==> src/rtl/antitheft_pkg.sv <==
// Shared definitions for the anti-theft FSM and its timing stage:
// interval encodings, default delays and the seconds width.
package antitheft_pkg;

  localparam int SEC_W = 4;

  typedef logic [SEC_W-1:0] seconds_t;

  localparam logic [1:0] INT_ARM = 2'b00;
  localparam logic [1:0] INT_DRV = 2'b01;
  localparam logic [1:0] INT_PAS = 2'b10;
  localparam logic [1:0] INT_ALM = 2'b11;

  localparam int DEF_ARM_S = 6;
  localparam int DEF_DRV_S = 8;
  localparam int DEF_PAS_S = 15;
  localparam int DEF_ALM_S = 10;

  // ZERO_LOAD delays the expiry of a zero-length interval by one cycle.
  typedef enum logic [1:0] {
    ST_IDLE,
    ST_COUNTING,
    ST_ZERO_LOAD,
    ST_EXPIRE
  } timer_state_e;

endpackage

==> src/rtl/antitheft_timer_if.sv <==
// Signal bundle between the anti-theft control FSM (master) and the
// timing stage (slave).
interface antitheft_timer_if;
  import antitheft_pkg::*;

  logic       start_timer;
  logic [1:0] interval;
  logic       reprogram;
  logic [1:0] time_param_sel;
  seconds_t   time_value;
  logic       one_hz_enable;
  logic       expired;
  logic       busy;
  seconds_t   seconds_left;

  modport master (
    output start_timer, interval, reprogram, time_param_sel, time_value,
    input  one_hz_enable, expired, busy, seconds_left
  );

  modport slave (
    input  start_timer, interval, reprogram, time_param_sel, time_value,
    output one_hz_enable, expired, busy, seconds_left
  );

endinterface

==> src/rtl/antitheft_timer_divider.sv <==
// Free-running 0..CLK_HZ-1 divider with a synchronous clear; tick is
// registered and high exactly while the divider sits at CLK_HZ-1.
module one_hz_divider #(
  parameter int CLK_HZ = 50_000_000
) (
  input  logic clock,
  input  logic reset,
  input  logic clear,
  output logic tick
);

  localparam int CNT_W = (CLK_HZ > 1) ? $clog2(CLK_HZ) : 1;
  localparam logic [CNT_W-1:0] LAST = CNT_W'(CLK_HZ - 1);

  logic [CNT_W-1:0] div_q, div_d;
  logic             tick_q, tick_d;

  // tick is derived from the next divider value so it lines up with div_q.
  always_comb begin
    div_d = div_q + CNT_W'(1);
    if (clear || (div_q == LAST)) begin
      div_d = '0;
    end
    tick_d = (div_d == LAST);
  end

  always_ff @(posedge clock or posedge reset) begin
    if (reset) begin
      div_q  <= '0;
      tick_q <= 1'b0;
    end else begin
      div_q  <= div_d;
      tick_q <= tick_d;
    end
  end

  assign tick = tick_q;

endmodule

==> src/rtl/antitheft_timer.sv <==
// Timing stage for the anti-theft FSM: reprogrammable delay store,
// 1 Hz tick and a seconds down-counter with a one-cycle expiry pulse.
module antitheft_timer
  import antitheft_pkg::*;
#(
  parameter int CLK_HZ    = 50_000_000,
  parameter int T_ARM_DEF = DEF_ARM_S,
  parameter int T_DRV_DEF = DEF_DRV_S,
  parameter int T_PAS_DEF = DEF_PAS_S,
  parameter int T_ALM_DEF = DEF_ALM_S
) (
  input  logic              clock,
  input  logic              reset,
  antitheft_timer_if.slave  bus
);

  timer_state_e state_q, state_d;
  seconds_t     count_q, count_d;
  seconds_t     param_q [4];
  seconds_t     param_d [4];
  logic         start_prev_q;
  logic [1:0]   interval_prev_q;
  logic         tick;
  logic         load;
  logic         div_clear;
  seconds_t     load_value;

  // A retarget (interval change while start_timer stays high) is a restart.
  always_comb begin
    load       = bus.start_timer &&
                 (!start_prev_q || (bus.interval != interval_prev_q));
    load_value = param_q[bus.interval];
    div_clear  = load && !bus.reprogram;
  end

  one_hz_divider #(
    .CLK_HZ (CLK_HZ)
  ) u_divider (
    .clock (clock),
    .reset (reset),
    .clear (div_clear),
    .tick  (tick)
  );

  always_comb begin
    param_d = param_q;
    if (bus.reprogram) begin
      param_d[bus.time_param_sel] = bus.time_value;
    end
  end

  always_ff @(posedge clock or posedge reset) begin
    if (reset) begin
      state_q          <= ST_IDLE;
      count_q          <= '0;
      start_prev_q     <= 1'b0;
      interval_prev_q  <= INT_ARM;
      param_q[INT_ARM] <= seconds_t'(T_ARM_DEF);
      param_q[INT_DRV] <= seconds_t'(T_DRV_DEF);
      param_q[INT_PAS] <= seconds_t'(T_PAS_DEF);
      param_q[INT_ALM] <= seconds_t'(T_ALM_DEF);
    end else begin
      state_q         <= state_d;
      count_q         <= count_d;
      start_prev_q    <= bus.start_timer;
      interval_prev_q <= bus.interval;
      param_q         <= param_d;
    end
  end

  // A write always aborts; otherwise a load overrides whatever was running,
  // including a tick landing on the same edge.
  always_comb begin
    state_d = state_q;
    count_d = count_q;
    if (bus.reprogram) begin
      state_d = ST_IDLE;
      count_d = '0;
    end else if (load) begin
      count_d = load_value;
      state_d = (load_value == '0) ? ST_ZERO_LOAD : ST_COUNTING;
    end else begin
      case (state_q)
        ST_COUNTING: begin
          if (!bus.start_timer) begin
            state_d = ST_IDLE;
            count_d = '0;
          end else if (tick) begin
            count_d = count_q - seconds_t'(1);
            if (count_q == seconds_t'(1)) begin
              state_d = ST_EXPIRE;
            end
          end
        end
        ST_ZERO_LOAD: state_d = ST_EXPIRE;
        ST_EXPIRE:    state_d = ST_IDLE;
        default:      state_d = ST_IDLE;
      endcase
    end
  end

  always_comb begin
    bus.busy          = (state_q == ST_COUNTING);
    bus.expired       = (state_q == ST_EXPIRE);
    bus.seconds_left  = count_q;
    bus.one_hz_enable = tick;
  end

endmodule
==> src/flat_wrapper.sv <==
// flat-port wrapper written by rule: the top's interface ports become plain ports
module antitheft_timer_flat import antitheft_pkg::*;
#(
  parameter int CLK_HZ    = 50_000_000,
  parameter int T_ARM_DEF = DEF_ARM_S,
  parameter int T_DRV_DEF = DEF_DRV_S,
  parameter int T_PAS_DEF = DEF_PAS_S,
  parameter int T_ALM_DEF = DEF_ALM_S
)
  (clock, reset, bus_start_timer, bus_interval, bus_reprogram, bus_time_param_sel, bus_time_value, bus_one_hz_enable, bus_expired, bus_busy, bus_seconds_left);
  antitheft_timer_if bus_i ();
  input  logic clock;
  input  logic reset;
  input wire logic [$bits(bus_i.start_timer)-1:0] bus_start_timer;
  input wire logic [$bits(bus_i.interval)-1:0] bus_interval;
  input wire logic [$bits(bus_i.reprogram)-1:0] bus_reprogram;
  input wire logic [$bits(bus_i.time_param_sel)-1:0] bus_time_param_sel;
  input wire logic [$bits(bus_i.time_value)-1:0] bus_time_value;
  output wire logic [$bits(bus_i.one_hz_enable)-1:0] bus_one_hz_enable;
  output wire logic [$bits(bus_i.expired)-1:0] bus_expired;
  output wire logic [$bits(bus_i.busy)-1:0] bus_busy;
  output wire logic [$bits(bus_i.seconds_left)-1:0] bus_seconds_left;
  assign bus_i.start_timer = bus_start_timer;
  assign bus_i.interval = bus_interval;
  assign bus_i.reprogram = bus_reprogram;
  assign bus_i.time_param_sel = bus_time_param_sel;
  assign bus_i.time_value = bus_time_value;
  assign bus_one_hz_enable = bus_i.one_hz_enable;
  assign bus_expired = bus_i.expired;
  assign bus_busy = bus_i.busy;
  assign bus_seconds_left = bus_i.seconds_left;
  antitheft_timer #(.CLK_HZ(CLK_HZ), .T_ARM_DEF(T_ARM_DEF), .T_DRV_DEF(T_DRV_DEF), .T_PAS_DEF(T_PAS_DEF), .T_ALM_DEF(T_ALM_DEF)) u_core (.clock(clock), .reset(reset), .bus(bus_i));
endmodule
==> config.mk <==
export PLATFORM = sky130hd
export DESIGN_NAME = antitheft_timer_flat
export DESIGN_NICKNAME = d
export VERILOG_FILES = /design/src/rtl/antitheft_pkg.sv /design/src/rtl/antitheft_timer_if.sv /design/src/rtl/antitheft_timer_divider.sv /design/src/rtl/antitheft_timer.sv /design/src/flat_wrapper.sv
export SDC_FILE = /design/constraint.sdc
export NUM_CORES = 1
export LEC_CHECK = 0
export ABC_AREA = 1
export CAP_MARGIN = 25
export CORE_ASPECT_RATIO = 1.5
export CORE_MARGIN = 2
export CORE_UTILIZATION = 59
export CTS_CLUSTER_DIAMETER = 200
export DETAILED_ROUTE_END_ITERATION = 12
export GPL_TIMING_DRIVEN = 1
export PLACE_DENSITY_LB_ADDON = 0.05
export SLEW_MARGIN = 20
export SYNTH_ARGS = -nofsm -noshare
export SYNTH_HDL_FRONTEND = slang
export SYNTH_SLANG_ARGS = --single-unit
==> constraint.sdc <==
create_clock -name clock -period 2.1 [get_ports clock]
set_clock_uncertainty 0.15 [all_clocks]
set_input_delay 0.42 -clock clock [delete_from_list [all_inputs] [get_ports clock]]
set_output_delay 0.42 -clock clock [all_outputs]
set_load 0.03 [all_outputs]
# == Yosys cells after proc, flatten, opt, wreduce, memory -nomap -nowiden ==
# Index checks and enable logic that the tools add are counted.
# op_classes
n_lt_le_gt_ge,3
reduce_logical,11
n_eq_ne,10
addsub,2
bitwise_logic,2
mux,19
# ops
cell,n
$eq A26 B26 Y1 const B,2
$mux W4,8
$add A26 B1 Y26 const B,1
$mux W26,1
$bwmux W16,1
$mux W2,6
$ne A5 B3 Y1 const B,2
$bmux W4 S2,1
$demux W4 S2,1
$ge A3 B3 Y1 const B,2
$not A2 Y3,2
$eq A2 B2 Y1 const B,2
$eq A4 B1 Y1 const B,1
$logic_not A4 Y1,1
$ne A4 B1 Y1 const B,1
$pmux W2 S2,1
$reduce_and A2 Y1,2
$sub A4 B1 Y4 const B,1
$logic_and A1 B1 Y1,3
$lt A3 B1 Y1 const B,1
$reduce_bool A3 Y1,1
$eq A2 B1 Y1 const B,1
$logic_not A1 Y1,2
$logic_or A1 B1 Y1,2
$ne A2 B2 Y1,1
# totals
out_inout_bits,7
inputBits,12
wordCells,57
regBits,52

# == Longest topological paths before layout ==
# Gate-level depths: netlist of run 1.
# depth
depth_word,8
depth_mapped,13
depth_no_buf,13

# == Cells and area by module ==
# From an unflattened synthesis of run 1, not the netlist that was laid out.
# hier_totals
cells_unflattened,479
hier_area_um2,3281.9
# by_module_without_submodules
module,seq_area_each_um2,area_each_um2,cells_per_inst,instances
one_hz_divider,675.6,1855.5,290,1
antitheft_timer,636.9,1426.4,189,1

# == Worst setup path before layout of run 1 ==
# Ideal clock, no wire load.
# synth_timing
kind,reg2reg
startpoint,register u_core.u_divider.div_q[0]
endpoint,register u_core.u_divider.tick_q (netlist: u_core.u_divider.tick)
path_buffers,0
period_less_slack_ns,1.791
setup_time_ns,0.069
path_slack_ns,0.309
path_stages_with_launch,13
t_required_ns,1.881
arrival_ns,1.572
cell_sequence,dfrtp_1 ha_1 nand2_1 inv_2 nand2_1 nor2_1 nand2_1 nor2_1 nor2_2 nand3_1 nor2_1 nand3_1 nor2_2
# synth_via
elab_chain_cells,4
word_cells_on_any_way,5
cone_classes,add/sub (1); eq/ne (2); mux (1); reduce/logical (1)
# synth_lines
element,line,text
"start, declared",antitheft_timer_divider.sv:15,"logic [CNT_W-1:0] div_q, div_d;"
"start signal, assigned",antitheft_timer_divider.sv:32,div_q <= div_d;
"parallel branches: the longest is 2 deep, another holds $add A26 B1 Y26",n/a,
$mux W26 *,antitheft_timer_divider.sv:21,if (clear || (div_q == LAST)) begin
$eq A26 B26 Y1 *,antitheft_timer_divider.sv:24,tick_d = (div_d == LAST);
named net u_core.u_divider.tick_d,antitheft_timer_divider.sv:16,"logic tick_q, tick_d;"
"end signal, assigned",antitheft_timer_divider.sv:33,tick_q <= tick_d;
"end, declared",antitheft_timer_divider.sv:16,
# Mark *: on every way through the listed nets, which the timed path passes.
# A chain may end at the register's enable or synchronous reset.

# == Final worst setup path of run 1 ==
# layout_timing
startpoint,register u_core.count_q[0] (netlist: u_core.bus.seconds_left[0])
endpoint,output port bus_seconds_left[0]
# layout_lines
element,line,text
"start, declared",antitheft_timer.sv:18,"seconds_t count_q, count_d;"
"start signal, assigned",antitheft_timer.sv:64,count_q <= count_d;
"end, declared",flat_wrapper.sv:22,output wire logic [$bits(bus_i.seconds_left)-1:0] bus_seconds_left;
# No word-level cell between the ends.

==> results.toml, run 1 <==
[floorplanning]
rows = 32
fp.coreArea_um2 = 5120
start_util_pct = 60.6
fp.dieW_um = 63.2
die_y_um = 92.8
die_area_um2 = 5870
io_pins = 19

[setup_path]
path_cells = "clkdlybuf4s50_1"
worstReg2RegEnd = "u_core.u_divider.tick"
start_kind = "register"
cp.required_ns = 1.53
r2r_cells = 10
critPathKind = "register to output pin"
worstPathArrival_ns = 1.43
r2r_start = "u_core.u_divider.div_q[1]"
end_kind = "output pin"
r2r_slack_ns = 0.15
crit_fanout = 5
crit_cells = 1
cp_slowest_cell = "clkdlybuf4s50_1"
crit_buf_inv = 1
path_delay_family = "buffers and inverters"
slowest_delay_ns = 0.70

[synth]
synthCells = 428
synth_top_area_share_pct = 34.7
synth_seq_area_share_pct = 42.3
synth_area_leaders = "dfrtp_1, nand2_1, dfstp_2, nor2_1, inv_1"
synth.ff_latch_count = 52
synthArstFlopShare_pct = 100
syn_nets = 446
synth_area_leader_cell = "dfrtp_1"
synth_xor_xnor_area_share_pct = 1.13
synthMuxAreaShare_pct = 0
synth_top_flop_cell = "dfrtp_1"
synth_compound_area_share_pct = 10.2
yosysUniqueCellTypes = 27
synth-adder-area-share_pct = 2.42
synth-edff-count = 0
syn_area_um2 = 3100
synth.avg_cell_area_um2 = 7.25
yosys_warnings = 0
synthSimpleGateAreaFrac_pct = 36.8
synth_top_family_by_area = "simple AND/OR/NAND/NOR gates"

[sta]
max_freq_mhz = 499
period_share_pct = 95.4
finalSetupViolCount = 0
hold_violations = 0
rsz0062_at_grt = "no"
worst_pin_slew_ns = 0.323
maxSlewViolCount = 0
fin_crit_ns = 2.00
hold_slack_ns = 0.308
timing.final.ws_setup_ns = 0.0968
relSlewSlack_pct = 78.4

[drt]
postRouteAntennaNets = 0
wl_per_cell_um = 14.1
dr_total_vias = 2817
dr.pass1.iters = 4
drc_errors = 0
drt-initial-drc-count = 150
routed_wl_mm = 7.59
vias_per_cell = 5.24

[clock_tree]
cts_hold_buf = 0
htree_num_levels = 2
cts_tree = "done"
ctsLongestPathBuffers = 2
clk_latency_ns = 0.31
cts.sinks = 52
clk_pin_slew_ns = 0.10
numCtsBuffers = 5
cts_root_buf = "clkbuf_8"

[finish]
antenna_cells = 0
mostFrequentLayoutCells = "nand2_1, nor2_1, inv_1"
area_growth_pct = 17.1
layout.nets = 487
layout-drive-gt1-share_pct = 17.0
final_common_cell = "nand2_1"

[power_and_ir_drop]
ir_drop_uv = 382
p_leak_nw = 1.64
p_per_area_nw_per_um2 = 629

[hold_path]
hold_path_class = "primary input to async pin"

[placed_design]
port_buffers = 18
routabilityCongestion = 0.960
dp_hpwl_mm = 5.89
post-place-ws_ns = -0.105

[global_routing]
track_usage_pct = 28.3
grt_pass1_wl_mm = 13.0
grt_overflow = 0
grt_antenna_before_repair = 0
grt_pass1_vias = 2906
grt_max_degree = 53

[run]
maxCapViolCount = 0

[outcome]
status = "finished clean"
## kinds of logic after synthesis
logic type,count (synthesis)
fa+ha+maj,6
buf+inv,57
simple gates,253
xor+xnor,4
flops,52
compound gates,56
## final cells by class
cell class                 instances  area [um^2]
clock buffer                       5         68.8
clock inverter                     3         27.5
fill                             474         1490
inverter                          54          205
multi-input combinational        319         1600
sequential                        52         1310
tap                               68         85.1
timing repair buffer              37          333
## routing by layer
layer  share of wire, %  wire length [um]  GRT usage, %  up-vias
met2                 55              4140          54.7       53
met5                  0                 0             0        -
met4                3.3               252          11.1        0
li1                   -                 -             -     1444
met1                 40              3020          31.6     1301
met3                2.3               177          2.43       19
## metrics by stage
step / total power [W] / utilization, % / setup TNS [ns] / cells / cell area (um^2)
floorplan: 0.00150 / - / 0 / 428 / 3100
global placement: 0.00167 / 68.3 / -0.301 / 529 / 3500
detailed placement: 0.00169 / 68.3 / -0.692 / 529 / 3500
CTS: 0.00230 / 70.1 / 0 / 537 / 3590
global route: 0.00242 / 70.9 / 0 / 538 / 3640
finish: 0.00229 / 70.9 / 0 / 538 / 3640
## cells in the mapped netlist (2+ instances only)
cell type and count:
buf_2 2, o22ai_1 8, xor2_1 2, inv_2 4
o22a_1 3, dfstp_2 9, xnor2_1 2, nand2_2 8
inv_1 49, nand4_1 4, nand2_4 2, nor3_1 10
nor2_4 8, o31ai_1 2, a21oi_1 10, nor2_2 9
o21ai_0 30, a21oi_2 2, nor2_1 63, nand2_1 116
nand3_1 29, dfrtp_1 43, ha_1 6, nand3b_1 4
## worst max-delay path by stage
stage,start,to,slack (ns)
2_1_floorplan,reset,u_core.bus.seconds_left[0],0.29
3_3_place_gp,bus_interval[1],u_core.u_divider.tick,-0.06
3_5_place_dp,bus_interval[1],u_core.bus.seconds_left[0],-0.11
4_1_cts,u_core.state_q[1],bus_busy,0.08
5_1_grt,u_core.u_divider.div_q[0],u_core.u_divider.tick,0.0003
6_report,u_core.bus.seconds_left[0],bus_seconds_left[0],0.1
## power breakdown
group          internal, W  switching (W)
registers          0.00112      0.0000931
logic             0.000186       0.000276
clock network     0.000246       0.000366
## flip-flops by register name, summed over array words and instances (netlist names)
register,flops
u_core.interval_prev_q,2
u_core.bus.seconds_left,4
u_core.state_q,2
u_core.param_q,16
u_core.u_divider.tick,1
u_core.start_prev_q,1
u_core.u_divider.div_q,26
## what timing repair did
item | 4_1_cts | 5_1_grt
pin swaps | 0 | 3
setup endpoints to repair | 2 | 2
setup buffers | 0 | 1
gates resized for setup | 2 | 11
Power figures use the tool's default switching activity.
==> run 2, diff against run 1 <==
--- a/config.mk
+++ b/config.mk
@@ -14,6 +14,7 @@
 export DETAILED_ROUTE_END_ITERATION = 12
 export GPL_TIMING_DRIVEN = 1
 export PLACE_DENSITY_LB_ADDON = 0.05
+export SKIP_LAST_GASP = 1
 export SLEW_MARGIN = 20
 export SYNTH_ARGS = -nofsm -noshare
 export SYNTH_HDL_FRONTEND = slang
==> results of run 2 <==
Final layout, timing and power as in run 1 (identical DEF).
==> patch (settings of run 2) <==
`CLK_HZ` is set to 50_000_000 in 3 places; all go to 100_000_000.
--- a/src/rtl/antitheft_timer_divider.sv
+++ b/src/rtl/antitheft_timer_divider.sv
@@ -3,3 +3,3 @@
 module one_hz_divider #(
-  parameter int CLK_HZ = 50_000_000
+  parameter int CLK_HZ = 100_000_000
 ) (
--- a/src/rtl/antitheft_timer.sv
+++ b/src/rtl/antitheft_timer.sv
@@ -5,3 +5,3 @@
 #(
-  parameter int CLK_HZ    = 50_000_000,
+  parameter int CLK_HZ    = 100_000_000,
   parameter int T_ARM_DEF = DEF_ARM_S,
--- a/src/flat_wrapper.sv
+++ b/src/flat_wrapper.sv
@@ -3,3 +3,3 @@
 #(
-  parameter int CLK_HZ    = 50_000_000,
+  parameter int CLK_HZ    = 100_000_000,
   parameter int T_ARM_DEF = DEF_ARM_S,
Function: same outputs for any inputs over 10 cycles, from zero or initial values and one cycle with reset high; that may be too few to reach the edited logic, so the function may still have changed.
==> patch against run 2 <==
Combinational power up 2%; hold slack better by 10 ps; worst setup slack worse by 34 ps; critical path depth up 8; area after synthesis down 2.4%; sequential cell count up 1; power up 5.8%; wire length down 3.4%; final area up 0.76%; critical endpoint is now u_core.u_divider.tick; highest routed layer unchanged.
==> patch: results (changes against run 2) <==
- Top post-synthesis cells by area: dfrtp_1 (36%), nand2_1 (15%), nor2_1 (8.2%), dfstp_2 (7.8%), inv_1 (6.3%)
- WL met2: 3.87 mm (-6.6%)
- Tmin final: 2040 ps (+33.8 ps)
- Synth cell count leaders: nand2_1 (118), nor2_1 (66), inv_1 (51), dfrtp_1 (44), o21ai_0 (30)
- Synth cell types: 27 (unchanged)
- Ys Warns: 0 (unchanged)
- Crit-path max cell delay: 460 ps (-240 ps)
- Met1 usage: 29.3% (-2.3 points)
- Seq/Total Area, Yosys: 44.1% (+1.9 points)
- Drt pass-1 iters: 4 (unchanged)
- Leakage power: 1.70 nW (+3.3%)
- Complex-gate fraction of the synthesized area: 9.45% (-0.78 points)
- Met3 usage: 2.94% (+0.51 points)
- VDD IR max: 567 uV (+48%)
- Multiplexer share of the synthesized area: 0% (unchanged)
- DRT Wirelength: 7.34 mm (-3.4%)
- Max FFs per register: 27 (+3.8%)
- R2r setup slk: 60 ps (-90 ps)
- Largest reg by FF count: u_core.u_divider.div_q
- Antenna diodes: 0 (unchanged)
- Vias: 2,838 (+0.75%)
- Worst skew pair latency: 310 ps (about the same)
- Syn Nets: 434 (-2.7%)
- IO Port Bufs: 18 (unchanged)
- Antenna Violating Nets Remaining: 0 (unchanged)
- CP max stage cell: dfrtp_1
- Synth Area in XOR/XNOR: 2.31% (+1.2 points)
- Layout cells sized above 1: 17.0% (-0.068 points)
- Met2 GRT Util: 50.1% (-4.6 points)
- Largest net degree at the start of global routing: 54 (+1.9%)
- CP arrival: 2130 ps (+700 ps)
- Cells on worst reg2reg path: 9 (-1)
- GRT Resource Usage Total: 27.6% (-0.77 points)
- Post-DP HPWL: 5.46 mm (-7.2%)
- CP endpoint: u_core.u_divider.tick
- Top sig layer: met4
- Crit path max fanout: 7 (+2)
- Critical Path Start: u_core.u_divider.div_q[0]
- Top Family by Delay on Critical Path: simple AND/OR/NAND/NOR gates
- Routability cong.: 0.909 (-5.3%)
- First-pass GRT wire length: 12.4 mm (-4.9%)
- Met1 WL: 2.77 mm (-8.3%)
- Post_cts resized: 1 (-1)
- Final layout net count: 483 (-0.82%)
- Status: finished, final reports clean
- Met3 WL: 230 um (+30%)
- Root buf cell: clkbuf_8
- Worst Tran Pin Value: 372 ps (+49.4 ps)
- Iteration-0 DRC Markers: 165 (+10%)
- Min-delay worst type: input port to async pin
- Max clock buf depth: 2 (unchanged)
- Dpl ws: -105 ps (+0.568 ps)
- Adder-cell share of the synthesized area: 2.48% (+0.059 points)
-- patch: cell types whose count changed in the layout (fill, tap and decap cells not counted), sizes merged, moves of 2 or more --
cell,delta
a21oi,-3
buf,+8
nand2,-2
nand3,-4
nand4,+4
nor2,-5
nor3,-6
xor2,+4
-- patch: area by class of cell --
cell class / count / area (um2)
clock inverters: 3 / 46.3
repair buffers: 45 / 397
fillers: 426 / 1380
well taps: 68 / 85.1
clock buffers: 5 / 68.8
multi-input cells: 305 / 1520
flip-flops and latches: 53 / 1340
inverters: 55 / 206
-- patch: report_power, final --
part	switching (mW)	internal (mW)	total [mW]
Sequential	0.0960	1.14	1.24
Combinational	0.257	0.215	0.472
Clock	0.353	0.357	0.710
-- patch: worst min-delay path, cell delays in order --
cell	delay (ps)
clkdlybuf4s50_1	410
inv_2	70
buf_12	260
-- patch: how the worst min path moves through the flow --
| stage | slack [ps] | end |
|---|---|---|
| 3_5_place_dp | 330 | u_core.u_divider.div_q[0] |
| 4_1_cts | 330 | u_core.param_q[12] |
| 5_1_grt | 370 | u_core.param_q[12] |
| 3_3_place_gp | 320 | u_core.param_q[9] |
| 2_1_floorplan | 300 | u_core.param_q[10] |
| 6_report | 320 | u_core.u_divider.div_q[24] |
-- patch: through the flow --
step	cells	instance area [um2]	total power, mW	TNS (ps)	hold slack [ps]
after floorplan	416	3030	1.50	0	298
after CTS	528	3560	2.37	0	329
after detailed placement	520	3450	1.66	-525	325
after global routing	534	3660	2.54	-59.6	367
final	534	3660	2.42	0	318
after global placement	520	3450	1.64	-276	317
-- patch: cell families after synthesis --
group                    after synthesis
AND/OR/NAND/NOR                      239
AO/OA/AOI/OAI                         52
buffers and inverters                 58
XOR/XNOR                               8
adder cells (fa/ha/maj)                6
flip-flops                            53
